--- config.mk ---
export PLATFORM = sky130hd
export DESIGN_NAME = interval_timer_ctrl
export DESIGN_NICKNAME = d
export VERILOG_FILES = /design/src/rtl/timer_ctrl_pkg.sv /design/src/rtl/counter_32bits.sv /design/src/rtl/interval_timer_ctrl.sv
export SDC_FILE = /design/constraint.sdc
export NUM_CORES = 1
export LEC_CHECK = 0
export BUFFER_PORTS_ARGS = -buffer_cell sky130_fd_sc_hd__buf_2
export CAP_MARGIN = 40
export CORE_AREA = 2 2 95 97
export CTS_BUF_LIST = sky130_fd_sc_hd__clkbuf_2
export DETAILED_ROUTE_END_ITERATION = 6
export DIE_AREA = 0 0 97 99
export PLACE_DENSITY_LB_ADDON = 0.3
export SLEW_MARGIN = 20
export SYNTH_ARGS = -nofsm -noshare
export SYNTH_HDL_FRONTEND = slang
export SYNTH_SLANG_ARGS = --single-unit
--- constraint.sdc ---
create_clock -name clk -period 2.11 [get_ports clk]
set_input_delay 0 -clock clk [delete_from_list [all_inputs] [get_ports clk]]
set_output_delay 0 -clock clk [all_outputs]
set_load 0.05 [all_outputs]
--- src/rtl/timer_ctrl_pkg.sv ---
`default_nettype none
// ============================================================================
// Module      : timer_ctrl_pkg
// Description : Shared state encoding and default widths for the interval timer.
// Revision    : 1.0 - initial release
// ============================================================================
package timer_ctrl_pkg;

    localparam int c_cnt_w_default  = 32;
    localparam int c_pcnt_w_default = 16;

    localparam logic [1:0] c_st_idle  = 2'd0;
    localparam logic [1:0] c_st_clear = 2'd1;
    localparam logic [1:0] c_st_run   = 2'd2;
    localparam logic [1:0] c_st_hold  = 2'd3;

    typedef enum logic [1:0] {
        ST_IDLE  = c_st_idle,
        ST_CLEAR = c_st_clear,
        ST_RUN   = c_st_run,
        ST_HOLD  = c_st_hold
    } state_t;

endpackage
`default_nettype wire

--- src/rtl/counter_32bits.sv ---
`default_nettype none
// ============================================================================
// Module      : counter_32bits
// Description : Up-counter with synchronous clear and count enable.
// Revision    : 1.0 - initial release
// ============================================================================
module counter_32bits #(
    parameter int WIDTH = 32
) (
    input  logic             clk,
    input  logic             reset,
    input  logic             count_en,
    output logic [WIDTH-1:0] Q
);

    always_ff @(posedge clk) begin
        if (reset) begin
            Q <= '0;
        end else if (count_en) begin
            Q <= Q + WIDTH'(1);
        end
    end

endmodule
`default_nettype wire

--- src/rtl/interval_timer_ctrl.sv ---
`default_nettype none
// ============================================================================
// Module      : interval_timer_ctrl
// Description : One-shot / periodic interval timer with pause, resume and abort.
// Revision    : 1.0 - initial release
// ============================================================================
module interval_timer_ctrl
    import timer_ctrl_pkg::*;
#(
    parameter int CNT_W  = c_cnt_w_default,
    parameter int PCNT_W = c_pcnt_w_default
) (
    input  logic              clk,
    input  logic              reset,
    input  logic              start,
    input  logic              stop,
    input  logic              mode,
    input  logic [CNT_W-1:0]  limit,
    output logic [CNT_W-1:0]  count,
    output logic              busy,
    output logic              done,
    output logic [PCNT_W-1:0] periods
);

    state_t              r_state;
    logic [CNT_W-1:0]    r_limit;
    logic                r_mode;
    logic                r_busy;
    logic                r_done;
    logic [PCNT_W-1:0]   r_periods;

    logic [CNT_W-1:0]    w_count;
    logic                w_match;
    logic                w_count_en;
    logic                w_cnt_rst;

    assign w_match    = (w_count == r_limit);
    // A stop request freezes the counter on the very cycle it is seen.
    assign w_count_en = (r_state == ST_RUN) && !w_match && !stop;
    assign w_cnt_rst  = reset || (r_state == ST_CLEAR);

    counter_32bits #(
        .WIDTH (CNT_W)
    ) u_counter (
        .clk      (clk),
        .reset    (w_cnt_rst),
        .count_en (w_count_en),
        .Q        (w_count)
    );

    always_ff @(posedge clk) begin
        if (reset) begin
            r_state   <= ST_IDLE;
            r_limit   <= '0;
            r_mode    <= 1'b0;
            r_busy    <= 1'b0;
            r_done    <= 1'b0;
            r_periods <= '0;
        end else begin
            r_done <= 1'b0;
            case (r_state)
                ST_IDLE: begin
                    if (start) begin
                        r_limit   <= limit;
                        r_mode    <= mode;
                        r_periods <= '0;
                        r_busy    <= 1'b1;
                        r_state   <= ST_CLEAR;
                    end
                end
                ST_CLEAR: begin
                    r_state <= ST_RUN;
                end
                ST_RUN: begin
                    if (w_match) begin
                        r_done <= 1'b1;
                        if (r_periods != {PCNT_W{1'b1}}) begin
                            r_periods <= r_periods + PCNT_W'(1);
                        end
                        if (r_mode) begin
                            r_state <= ST_CLEAR;
                        end else begin
                            r_busy  <= 1'b0;
                            r_state <= ST_IDLE;
                        end
                    end else if (stop) begin
                        r_state <= ST_HOLD;
                    end
                end
                ST_HOLD: begin
                    if (stop) begin
                        r_busy  <= 1'b0;
                        r_state <= ST_IDLE;
                    end else if (start) begin
                        r_state <= ST_RUN;
                    end
                end
                default: begin
                    r_busy  <= 1'b0;
                    r_state <= ST_IDLE;
                end
            endcase
        end
    end

    assign count   = w_count;
    assign busy    = r_busy;
    assign done    = r_done;
    assign periods = r_periods;

endmodule
`default_nettype wire

# ---- After elaboration in Yosys (flattened, before gate mapping)
# Index checks and enable logic that the tools add are counted.
dict set report op_classes {
  reduce_logical 13
  n_addsub 2
  mux 17
  bitwise 1
  n_eq_ne 12
}
# cell n
set ops {}
lappend ops {{$mux 16} 3}
lappend ops {{$add 32x1->32 const B} 1}
lappend ops {{$eq 32x32->1} 1}
lappend ops {{$pmux 16 s2} 1}
lappend ops {{$add 16x1->16 const B} 1}
lappend ops {{$ne 16x16->1 const B} 1}
lappend ops {{$mux 2} 5}
lappend ops {{$ne 2x2->1 const B} 4}
lappend ops {{$pmux 2 s4} 1}
lappend ops {{$mux 1} 6}
lappend ops {{$ne 3x3->1 const B} 2}
lappend ops {{$reduce_and 5->1} 1}
lappend ops {{$eq 2x2->1 const B} 2}
lappend ops {{$reduce_and 4->1} 1}
lappend ops {{$pmux 1 s3} 1}
lappend ops {{$reduce_and 3->1} 1}
lappend ops {{$reduce_bool 3->1} 1}
lappend ops {{$eq 2x1->1 const B} 1}
lappend ops {{$logic_and 1x1->1} 2}
lappend ops {{$logic_not 1->1} 2}
lappend ops {{$logic_not 2->1} 1}
lappend ops {{$ne 2x1->1 const B} 1}
lappend ops {{$reduce_and 2->1} 1}
lappend ops {{$reduce_bool 2->1} 1}
lappend ops {{other kinds (3)} 3}
dict set report totals {
  register_bits 85
  word_cells 52
  output_inout_bits 50
  input_bits 37
}

# ---- Longest topological paths before layout
# Gate-level depths: netlist of the first run.
dict set report depth {
  word_depth 4
  depth_mapped 9
  depth_no_buf 7
}

# ---- Modules after synthesis
# Synthesis of the first run repeated with hierarchy kept, for this count alone.
dict set report hier_totals {
  hier_cells 509
  area_unflattened_um2 4242.8
}
# mod area_each_um2 seq_area_each_um2 instances cells_per_inst
set by_module_without_submodules {}
lappend by_module_without_submodules {interval_timer_ctrl 2678.8 1061.0 1 328}
lappend by_module_without_submodules {counter_32bits 1564.0 640.6 1 181}

# ---- Worst setup path after synthesis of the first run
# Ideal clock, no wire load.
dict set report synth_timing {
  kind {reg2reg}
  startpoint {register r_periods[0] (netlist: periods[0])}
  endpoint {register r_periods[14] (netlist: periods[14])}
  setup_ns 0.091
  stages_incl_launch_ff 8
  setup_slack_ns -0.351
  period_less_slack_ns 2.461
  t_required_ns 2.019
  n_path_buf 0
  arrival_time_ns 2.370
  path_cell_list {dfxtp_1 > ha_1 > nand3_1 > nor2_1 > and3_1 > or4b_1 > o31a_1 > a311oi_1}
}
dict set report synth_via {
  elab_chain_len 4
  word_cells_on_any_way 7
  classes_between {1 x add/sub; 2 x eq/ne; 3 x mux; 1 x reduce/logical}
}
# element line_no
set synth_rtl {}
lappend synth_rtl {{start: declaration} interval_timer_ctrl.sv:30} ;# logic [PCNT_W-1:0] r_periods;
lappend synth_rtl {{start signal: assignment} interval_timer_ctrl.sv:78} ;# r_periods <= r_periods + PCNT_W'(1);
lappend synth_rtl {{$add 16x1->16} interval_timer_ctrl.sv:78}
lappend synth_rtl {{$mux 16} interval_timer_ctrl.sv:77} ;# if (r_periods != {PCNT_W{1'b1}}) begin
lappend synth_rtl {{$mux 16} interval_timer_ctrl.sv:75} ;# if (w_match) begin
lappend synth_rtl {{$pmux 16 s2} interval_timer_ctrl.sv:61} ;# case (r_state)
# Several ways; a longest one is shown, not always the timed one. The select of a mux whose other input is x is not followed.
# A chain may end at the register's enable or synchronous reset.

# ---- Final worst setup path of the first run
dict set report layout_timing {
  startpoint {register u_counter.Q[17]}
  endpoint {register r_periods[10] (netlist: periods[10])}
}
dict set report layout_via {
  elab_chain_len 3
}
# element line_no
set layout_rtl {}
lappend layout_rtl {{start: declaration} counter_32bits.sv:13} ;# output logic [WIDTH-1:0] Q
lappend layout_rtl {{start signal: assignment} counter_32bits.sv:20} ;# Q <= Q + WIDTH'(1);
lappend layout_rtl {{$eq 32x32->1} interval_timer_ctrl.sv:37} ;# assign w_match = (w_count == r_limit);
lappend layout_rtl {{$ne 2x2->1 (no source line)} --}
lappend layout_rtl {{$reduce_and 4->1 (no source line)} --}
# Every way passes these cells.

==> results of run 1 <==
-- cell type report --
class / instances / area [um^2] / area share (%)
Sequential cell: 85 / 1830 / 28.9
Timing Repair Buffer: 201 / 1450 / 22.9
Clock inverter: 6 / 86.3 / 1.36
Tap cell: 108 / 135 / 2.13
Clock buffer: 10 / 50.0 / 0.789
Inverter: 10 / 37.5 / 0.592
Multi-Input combinational cell: 397 / 2750 / 43.4
-- report_power, final --
group	internal (uW)	switching (uW)	total, uW
logic	332	406	738
clock network	395	604	999
registers	1650	63.9	1710
total	2380	1070	3450
-- sequential cells by signal (all words and copies together) (netlist names) --
register     cells
r_state          2
r_mode           1
u_counter.Q     32
busy             1
periods         16
done             1
r_limit         32
-- synth_stat cells, types with 7 or more instances --
cell and number:
sky130_fd_sc_hd__and3_1 7, sky130_fd_sc_hd__inv_1 10, sky130_fd_sc_hd__or3_1 8, sky130_fd_sc_hd__o31ai_1 12, sky130_fd_sc_hd__or4_1 18, sky130_fd_sc_hd__nand3_1 14, sky130_fd_sc_hd__nor4_1 7, sky130_fd_sc_hd__o21ai_0 16
sky130_fd_sc_hd__clkbuf_1 18, sky130_fd_sc_hd__nand4_1 13, sky130_fd_sc_hd__nor3_1 8, sky130_fd_sc_hd__dfxtp_1 85, sky130_fd_sc_hd__o211ai_1 8, sky130_fd_sc_hd__xor2_1 33, sky130_fd_sc_hd__a21oi_1 61, sky130_fd_sc_hd__nand2_1 105
sky130_fd_sc_hd__nor2_1 21
-- timing repair --
item	in CTS	in global routing
pin swaps	15	28
buffers inserted	12	9
endpoints found under the setup margin	36	57
hold buffers	36	0
endpoints found under the hold margin	38	0
resized for setup	23	80
gates cloned	0	0
-- routing by layer --
metal / vias to the layer above / track usage, % / wire length, um
li1: 2244 / - / -
met1: 2236 / 35.9 / 5980
met2: 167 / 48.2 / 7180
met3: 35 / 5.39 / 732
met4: 0 / 14.5 / 512
met5: - / 0 / 0
-- kinds of logic (layout without fill, tap and decap cells) --
logic type	count (synthesis)	after routing	synth area share, %
AOI/OAI and AO/OA	133	133	19.7
xor gates and xnor gates	35	35	7.25
adders and majority gates	2	2	0.592
buffers and inverters	36	227	4.03
DFF	85	85	40.3
muxes	2	2	0.474
and+or+nand+nor	225	225	27.7
-- worst reg2reg max path, delay by kind of cell (launching register included) --
kind / cells / cell delay, ns
AND/OR/NAND/NOR: 3 / 0.96
AO/OA/AOI/OAI: 2 / 0.39
flip-flops: 1 / 0.41
buffers and inverters: 1 / 0.21
XOR/XNOR: 1 / 0.15
-- worst paths after layout --
path	end	slack, ns	from	cells after the start
max reg2reg	periods[10]	-0.12	u_counter.Q[17]	7
min	r_limit[21]	0.02	reset	3
min reg2reg	r_limit[21]	0.48	r_limit[21]	2
max	periods[10]	-0.12	u_counter.Q[17]	7
-- metrics by stage --
step	hold WS, ns	cells
after floorplan	0.136	518
after global placement	0.240	747
after detailed placement	0.246	747
after CTS	0.0220	811
after global routing	0.0181	817
final	0.0217	817
==> metrics.md, run 1 <==
| Metric | Value |
|---|---|
| Pin slew with the least headroom to its limit | `slightly below 0.7 ns` |
| Post-DR wirelength/cell | `17.6 um` |
| Last weighted congestion value of the routability-driven placer | `just under 0.9` |
| Final cell utilization of the core | `74.2%` |
| Share of final-layout standard cells stronger than drive strength 1 | `~43%` |
| Number of distinct library cell variants in the gate-level netlist after synthesis | `between 50 and 60` |
| Required time of the critical path | `~2.6 ns` |
| Largest buffer count on any clock path | `2` |
| Instance area at placement | `around 5200 um^2` |
| Number of diodes added for antenna fixing | `0` |
| Final Hold Vio Count | `0` |
| Number of enable-type register cells in the synthesized netlist | `0` |
| Antenna violations before repair | `0` |
| Predominant post-synthesis flop cell | `sky130_fd_sc_hd__dfxtp_1` |
| Total core area | `about 8600 um^2` |
| Crit-path cells | `xor2_1 > nor4_2 > nand4_1 > buf_4 > or3_1 > a21o_1 > a22o_1` |
| Initial cell density of the core | `about 50%` |
| Number of pins exceeding their max-slew limit in the final report | `0` |
| Post-synth top area cell | `sky130_fd_sc_hd__dfxtp_1` |
| Leakage power | `0.00271 uW` |
| Synthesized netlist cell count | `between 500 and 600` |
| Count of yosys warnings during synthesis | `0` |
| Number of DRC violations after detailed routing | `0` |
| Wire length of the first global-routing pass | `~22,000 um` |
| Number of placement rows | `34` |
| Async SR Flop Fraction | `0%` |
| Die Footprint | `between 9000 and 10,000 um^2` |
| Hold/Removal Path Class | `in -> reg` |
| Final Setup Violations | `21` |
| Biggest cell delay along the critical path | `around 0.41 ns` |
| Num CTS Buffers | `9` |
| Layout Area Growth over Synthesis | `50.1%` |
| Register area share after synthesis | `40.3%` |
| Critical Setup Path Class | `reg -> reg` |
| Part of the cycle the worst path needs | `106%` |
| Kind of launch point of the worst setup path | `flip-flop` |
| Via density per instance | `5.73` |
| Total number of clock tree sinks | `85` |
| Gr usage total | `around 29%` |
| Cell Pwr Density | `544 nW/um^2` |
| Maximum clock frequency | `~450 MHz` |
| Number of port buffers | `86` |
| Maximum number of pins on one net before global-route repair | `54` |
| Total length of routed wires | `14,400 um` |
| Worst vdd ir | `about 340 uV` |
| Largest clock skew in the final design | `~0.036 ns` |
| Run status | `complete, but fails checks` |
| Cell family contributing the most delay on the critical path | `simple AND/OR/NAND/NOR gates` |
| Critical Path Sink Type | `flip-flop` |
| Die height | `about 99 um` |
| TritonCTS clock tree | `built` |
| Combined buffer and inverter count along the critical path | `1` |
| Synthesized area divided by synthesized cell count | `just over 8 um^2` |
| CTS Root Buffer Type | `sky130_fd_sc_hd__clkbuf_2` |
| Overall power of the completed layout | `~3400 uW` |
| Post-route standard cell area excluding fillers | `between 6000 and 7000 um^2` |
| Remaining global-route overflow | `0` |
| Via count of the first global-routing pass | `~4,500` |
| Post-Place Setup Slack | `-0.197 ns` |
| Minimum clock period | `around 2.2 ns` |
| Worst Path Max Fanout | `5` |
| Initial DRT Pass Iterations | `5` |
| Ports | `87` |
| Starting DRT DRC Count | `290` |
| Number of nets with antenna violations after routing | `0` |
| Number of H-tree levels | `3` |
| Clock edge transition at the registers on the reported setup and hold paths | `approximately 0.25 ns` |
| Net count of the finished layout | `743` |
| Post-synth design cell area | `4230 um^2` |
| Setup repair after global routing missed its margin | `true` |
| Final total negative setup slack | `-0.798 ns` |
| Vias after detailed routing | `between 4,000 and 5,000` |
| Setup ws final | `-0.118 ns` |
| Flop and latch count out of synthesis | `85` |
| Clock Latency Late Sink | `a little under 0.6 ns` |
| Worst-path cell with the longest stage delay | `sky130_fd_sc_hd__dfxtp_4` |
| Arrival time reported for the critical path endpoint | `2.71 ns` |
| Worst slew margin relative to its limit | `around 55%` |
| Horiz. Die Dim | `roughly 97 um` |
| Main area contributors after synthesis | `sky130_fd_sc_hd__dfxtp_1 (40%), sky130_fd_sc_hd__nand2_1 (9.3%), sky130_fd_sc_hd__a21oi_1 (7.2%)` |
| Leading cell types in the layout, fill and taps excluded | `sky130_fd_sc_hd__nand2_1 (103), sky130_fd_sc_hd__buf_2 (86), sky130_fd_sc_hd__buf_4 (67), sky130_fd_sc_hd__a21oi_1 (55), sky130_fd_sc_hd__dlygate4sd3_1 (36)` |
| Portion of synthesized cell area occupied by the leading cell type | `approximately 40%` |
| Leading cell type in the layout, fill and taps excluded | `sky130_fd_sc_hd__nand2_1` |
| Fillers | `between 600 and 700` |
| Max-cap violation count | `0` |
| Total nets after synthesis | `557` |
| Detail Placement HPWL | `between 9000 and 10,000 um` |
| Violated checks | `setup timing` |
No activity file was read; power rests on OpenSTA's default activity.
==> run 2, diff against run 1 <==
Settings changed: SYNTH_HIERARCHICAL set to 1.
==> metrics.md, run 2 <==
| Metric | Value |
|---|---|
| Run status | `complete, but fails checks` |
| Violated checks | `hold timing, setup timing` |
| Wire length of the first global-routing pass | `20,400 um` |
| Number of enable-type register cells in the synthesized netlist | `0` |
| Async SR Flop Fraction | `0%` |
| Net count of the finished layout | `719` |
| Hold/Removal Path Class | `in -> reg` |
| FF-to-FF path depth | `11` |
| Post-route standard cell area excluding fillers | `roughly 6000 um^2` |
| Number of port buffers | `86` |
| Die height | `around 100 um` |
| Worst Path Max Fanout | `6` |
| Number of DRC violations after detailed routing | `0` |
| Number of pins exceeding their max-slew limit in the final report | `0` |
| Post-DR wirelength/cell | `between 15 and 20 um` |
| Kind of launch point of the worst setup path | `flip-flop` |
| Main area contributors after synthesis | `sky130_fd_sc_hd__dfxtp_1 (40%), sky130_fd_sc_hd__nand2_1 (8.2%), sky130_fd_sc_hd__xnor2_1 (7.4%)` |
| Met3 routed WL | `~700 um` |
| Last weighted congestion value of the routability-driven placer | `between 0.8 and 0.9` |
| Number of diodes added for antenna fixing | `0` |
| Portion of synthesized cell area occupied by the leading cell type | `around 40%` |
| Via density per instance | `5.59` |
| Required time of the critical path | `2.56 ns` |
| Flop and latch count out of synthesis | `85` |
| Fillers | `roughly 680` |
| Number of distinct library cell variants in the gate-level netlist after synthesis | `54` |
| Remaining global-route overflow | `0` |
| Ports | `87` |
| Clock edge transition at the registers on the reported setup and hold paths | `0.23 ns` |
| Initial DRT Pass Iterations | `5` |
| Final total negative setup slack | `-0.696 ns` |
| Top routing layer in use | `met4` |
| Met1 WL | `5410 um` |
| Cell Count Post-Placement | `roughly 730` |
| Final Hold Vio Count | `1` |
| Total nets after synthesis | `~550` |
| Crit path launch | `r_limit[27]` |
| Post-synth design cell area | `4240 um^2` |
| Synthesized area divided by synthesized cell count | `approximately 8.3 um^2` |
| Final Setup Violations | `13` |
| Synthesized netlist cell count | `509` |
| Antenna violations before repair | `0` |
| Predominant post-synthesis flop cell | `sky130_fd_sc_hd__dfxtp_1` |
| Critical Path Sink Type | `flip-flop` |
| Horiz. Die Dim | `just under 100 um` |
| Maximum number of pins on one net before global-route repair | `34` |
| Vias after detailed routing | `~4,400` |
| TritonCTS clock tree | `built` |
| Setup ws final | `-0.0935 ns` |
| WL met2 | `between 6000 and 7000 um` |
| Max-cap violation count | `0` |
| Initial cell density of the core | `about half` |
| Largest clock skew in the final design | `about 0.017 ns` |
| R2R Path Start | `r_limit[27]` |
| Non-filler cells in the finished layout | `slightly below 800` |
| Main combinational cell family by area after synthesis | `simple AND/OR/NAND/NOR gates` |
| Largest buffer count on any clock path | `2` |
| Final Hold Slack | `-0.154 ns` |
| Post-Synth Adder-Cell Area | `less than 1%` |
| Total length of routed wires | `12,700 um` |
| Die Footprint | `9600 um^2` |
| Leading cell types in the layout, fill and taps excluded | `sky130_fd_sc_hd__nand2_1 (91), sky130_fd_sc_hd__buf_2 (86), sky130_fd_sc_hd__buf_4 (59), sky130_fd_sc_hd__a21oi_1 (46), sky130_fd_sc_hd__dfxtp_1 (41)` |
| Synthesized-area fraction occupied by and/or/nand/nor cells | `29.3%` |
| Worst vdd ir | `356 uV` |
| Total core area | `around 8600 um^2` |
| Minimum clock period | `between 2 and 2.5 ns` |
| Overall power of the completed layout | `a little over 3000 uW` |
| Starting DRT DRC Count | `between 200 and 250` |
| Via count of the first global-routing pass | `4,216` |
| Leakage power | `around 0.0024 uW` |
| Part of the cycle the worst path needs | `104%` |
| Share of final-layout standard cells stronger than drive strength 1 | `38.4%` |
| Count of yosys warnings during synthesis | `6` |
| Cell Pwr Density | `514 nW/um^2` |
| Arrival time reported for the critical path endpoint | `roughly 2.7 ns` |
| Gr usage total | `a little over a quarter` |
| Worst slew margin relative to its limit | `49.1%` |
| CTS Root Buffer Type | `sky130_fd_sc_hd__clkbuf_2` |
| Maximum clock frequency | `around 450 MHz` |
| Num CTS Buffers | `9` |
| Clock Latency Late Sink | `between 0.5 and 0.6 ns` |
| Layout Area Growth over Synthesis | `39.8%` |
| Critical Setup Path Class | `reg -> reg` |
| Mux share of post-synthesis cell area | `under 10%` |
| Detail Placement HPWL | `between 8000 and 9000 um` |
| Share of the synthesized area in compound gates (AO/OA/AOI/OAI) | `between 10% and 20%` |
| Number of nets with antenna violations after routing | `0` |
| Most numerous cell in the Yosys netlist | `sky130_fd_sc_hd__nand2_1` |
| Setup repair after global routing missed its margin | `true` |
| Xor and xnor area share after synthesis | `9.29%` |
| Number of H-tree levels | `3` |
| Register area share after synthesis | `approximately two fifths` |
| Number of placement rows | `34` |
| Top cells by count, synth | `sky130_fd_sc_hd__nand2_1 (93), sky130_fd_sc_hd__dfxtp_1 (85), sky130_fd_sc_hd__a21oi_1 (47)` |
| Leading cell type in the layout, fill and taps excluded | `sky130_fd_sc_hd__nand2_1` |
| Min-delay src | `stop` |
| Pin slew with the least headroom to its limit | `roughly 0.76 ns` |
| Post-synth top area cell | `sky130_fd_sc_hd__dfxtp_1` |
| Total number of clock tree sinks | `85` |
| Count of cells along the worst hold path | `3` |
| Instance area at placement | `approximately 5200 um^2` |
| Number of hold buffers added after cts | `38` |
run 2: path summary, 6_finish.rpt:
path,end,slack [ns]
worst min register to register,r_limit[22],0.49
worst max-delay path,u_counter/Q[31],-0.09
worst max register to register,u_counter/Q[31],-0.09
worst min-delay path,r_state[0],-0.15
run 2: cell type report:
| type | count | area [um^2] | share of cell area, % |
|---|---|---|---|
| Clock buffer | 11 | 55.1 | 0.928 |
| Clock inverter | 5 | 51.3 | 0.865 |
| Inverter | 8 | 30.0 | 0.506 |
| Multi-Input combinational cell | 390 | 2560 | 43.2 |
| Sequential cell | 85 | 1810 | 30.6 |
| Tap cell | 108 | 135 | 2.28 |
| Timing Repair Buffer | 186 | 1290 | 21.7 |
run 2: layer usage:
metal / up-vias / track usage, %
met5: - / 0
met4: 0 / 9.21
met3: 19 / 3.48
met2: 162 / 46.5
met1: 2126 / 32.9
li1: 2127 / -
run 2: metrics by stage:
stage / hold WS [ns] / worst slack [ns] / utilization (%)
after floorplan: 0.136 / -0.544 / -
after global placement: 0.240 / -0.154 / 60.6
after detailed placement: 0.245 / -0.195 / 60.6
after CTS: -0.199 / -0.0652 / 67.9
after global routing: -0.211 / -0.185 / 69.3
final: -0.154 / -0.0935 / 69.3
run 2: power breakdown:
part	internal, uW	switching, uW
sequential	1630	43.9
combinational	238	295
clock	275	563
run 2: critical path, cell delays in order, from the launching register on:
cell and delay (ns):
sky130_fd_sc_hd__dfxtp_2 0.39, sky130_fd_sc_hd__xnor2_2 0.21, sky130_fd_sc_hd__nand4_1 0.18, sky130_fd_sc_hd__nor4_4 0.37, sky130_fd_sc_hd__nand2_4 0.09, sky130_fd_sc_hd__nand2_4 0.08
sky130_fd_sc_hd__nor2_4 0.04, sky130_fd_sc_hd__and4_4 0.16, sky130_fd_sc_hd__nand4_1 0.11, sky130_fd_sc_hd__buf_6 0.15, sky130_fd_sc_hd__nor4_4 0.04, sky130_fd_sc_hd__mux2_4 0.29
run 2: kinds of logic (layout without fill, tap and decap cells):
family	Yosys count	in the layout
AND/OR/NAND/NOR	241	242
AO/OA/AOI/OAI	86	86
flip-flops	85	85
XOR/XNOR	45	45
buffers and inverters	35	210
multiplexers	15	15
adder cells (fa/ha/maj)	2	2
run 2: repair_timing:
action                                  4_1_cts  5_1_grt
gates resized for setup                      27       17
endpoints found under the hold margin        41        2
cloned                                        0        1
pin swaps                                     8       21
setup buffers                                 2        5
endpoints found under the setup margin       30       37
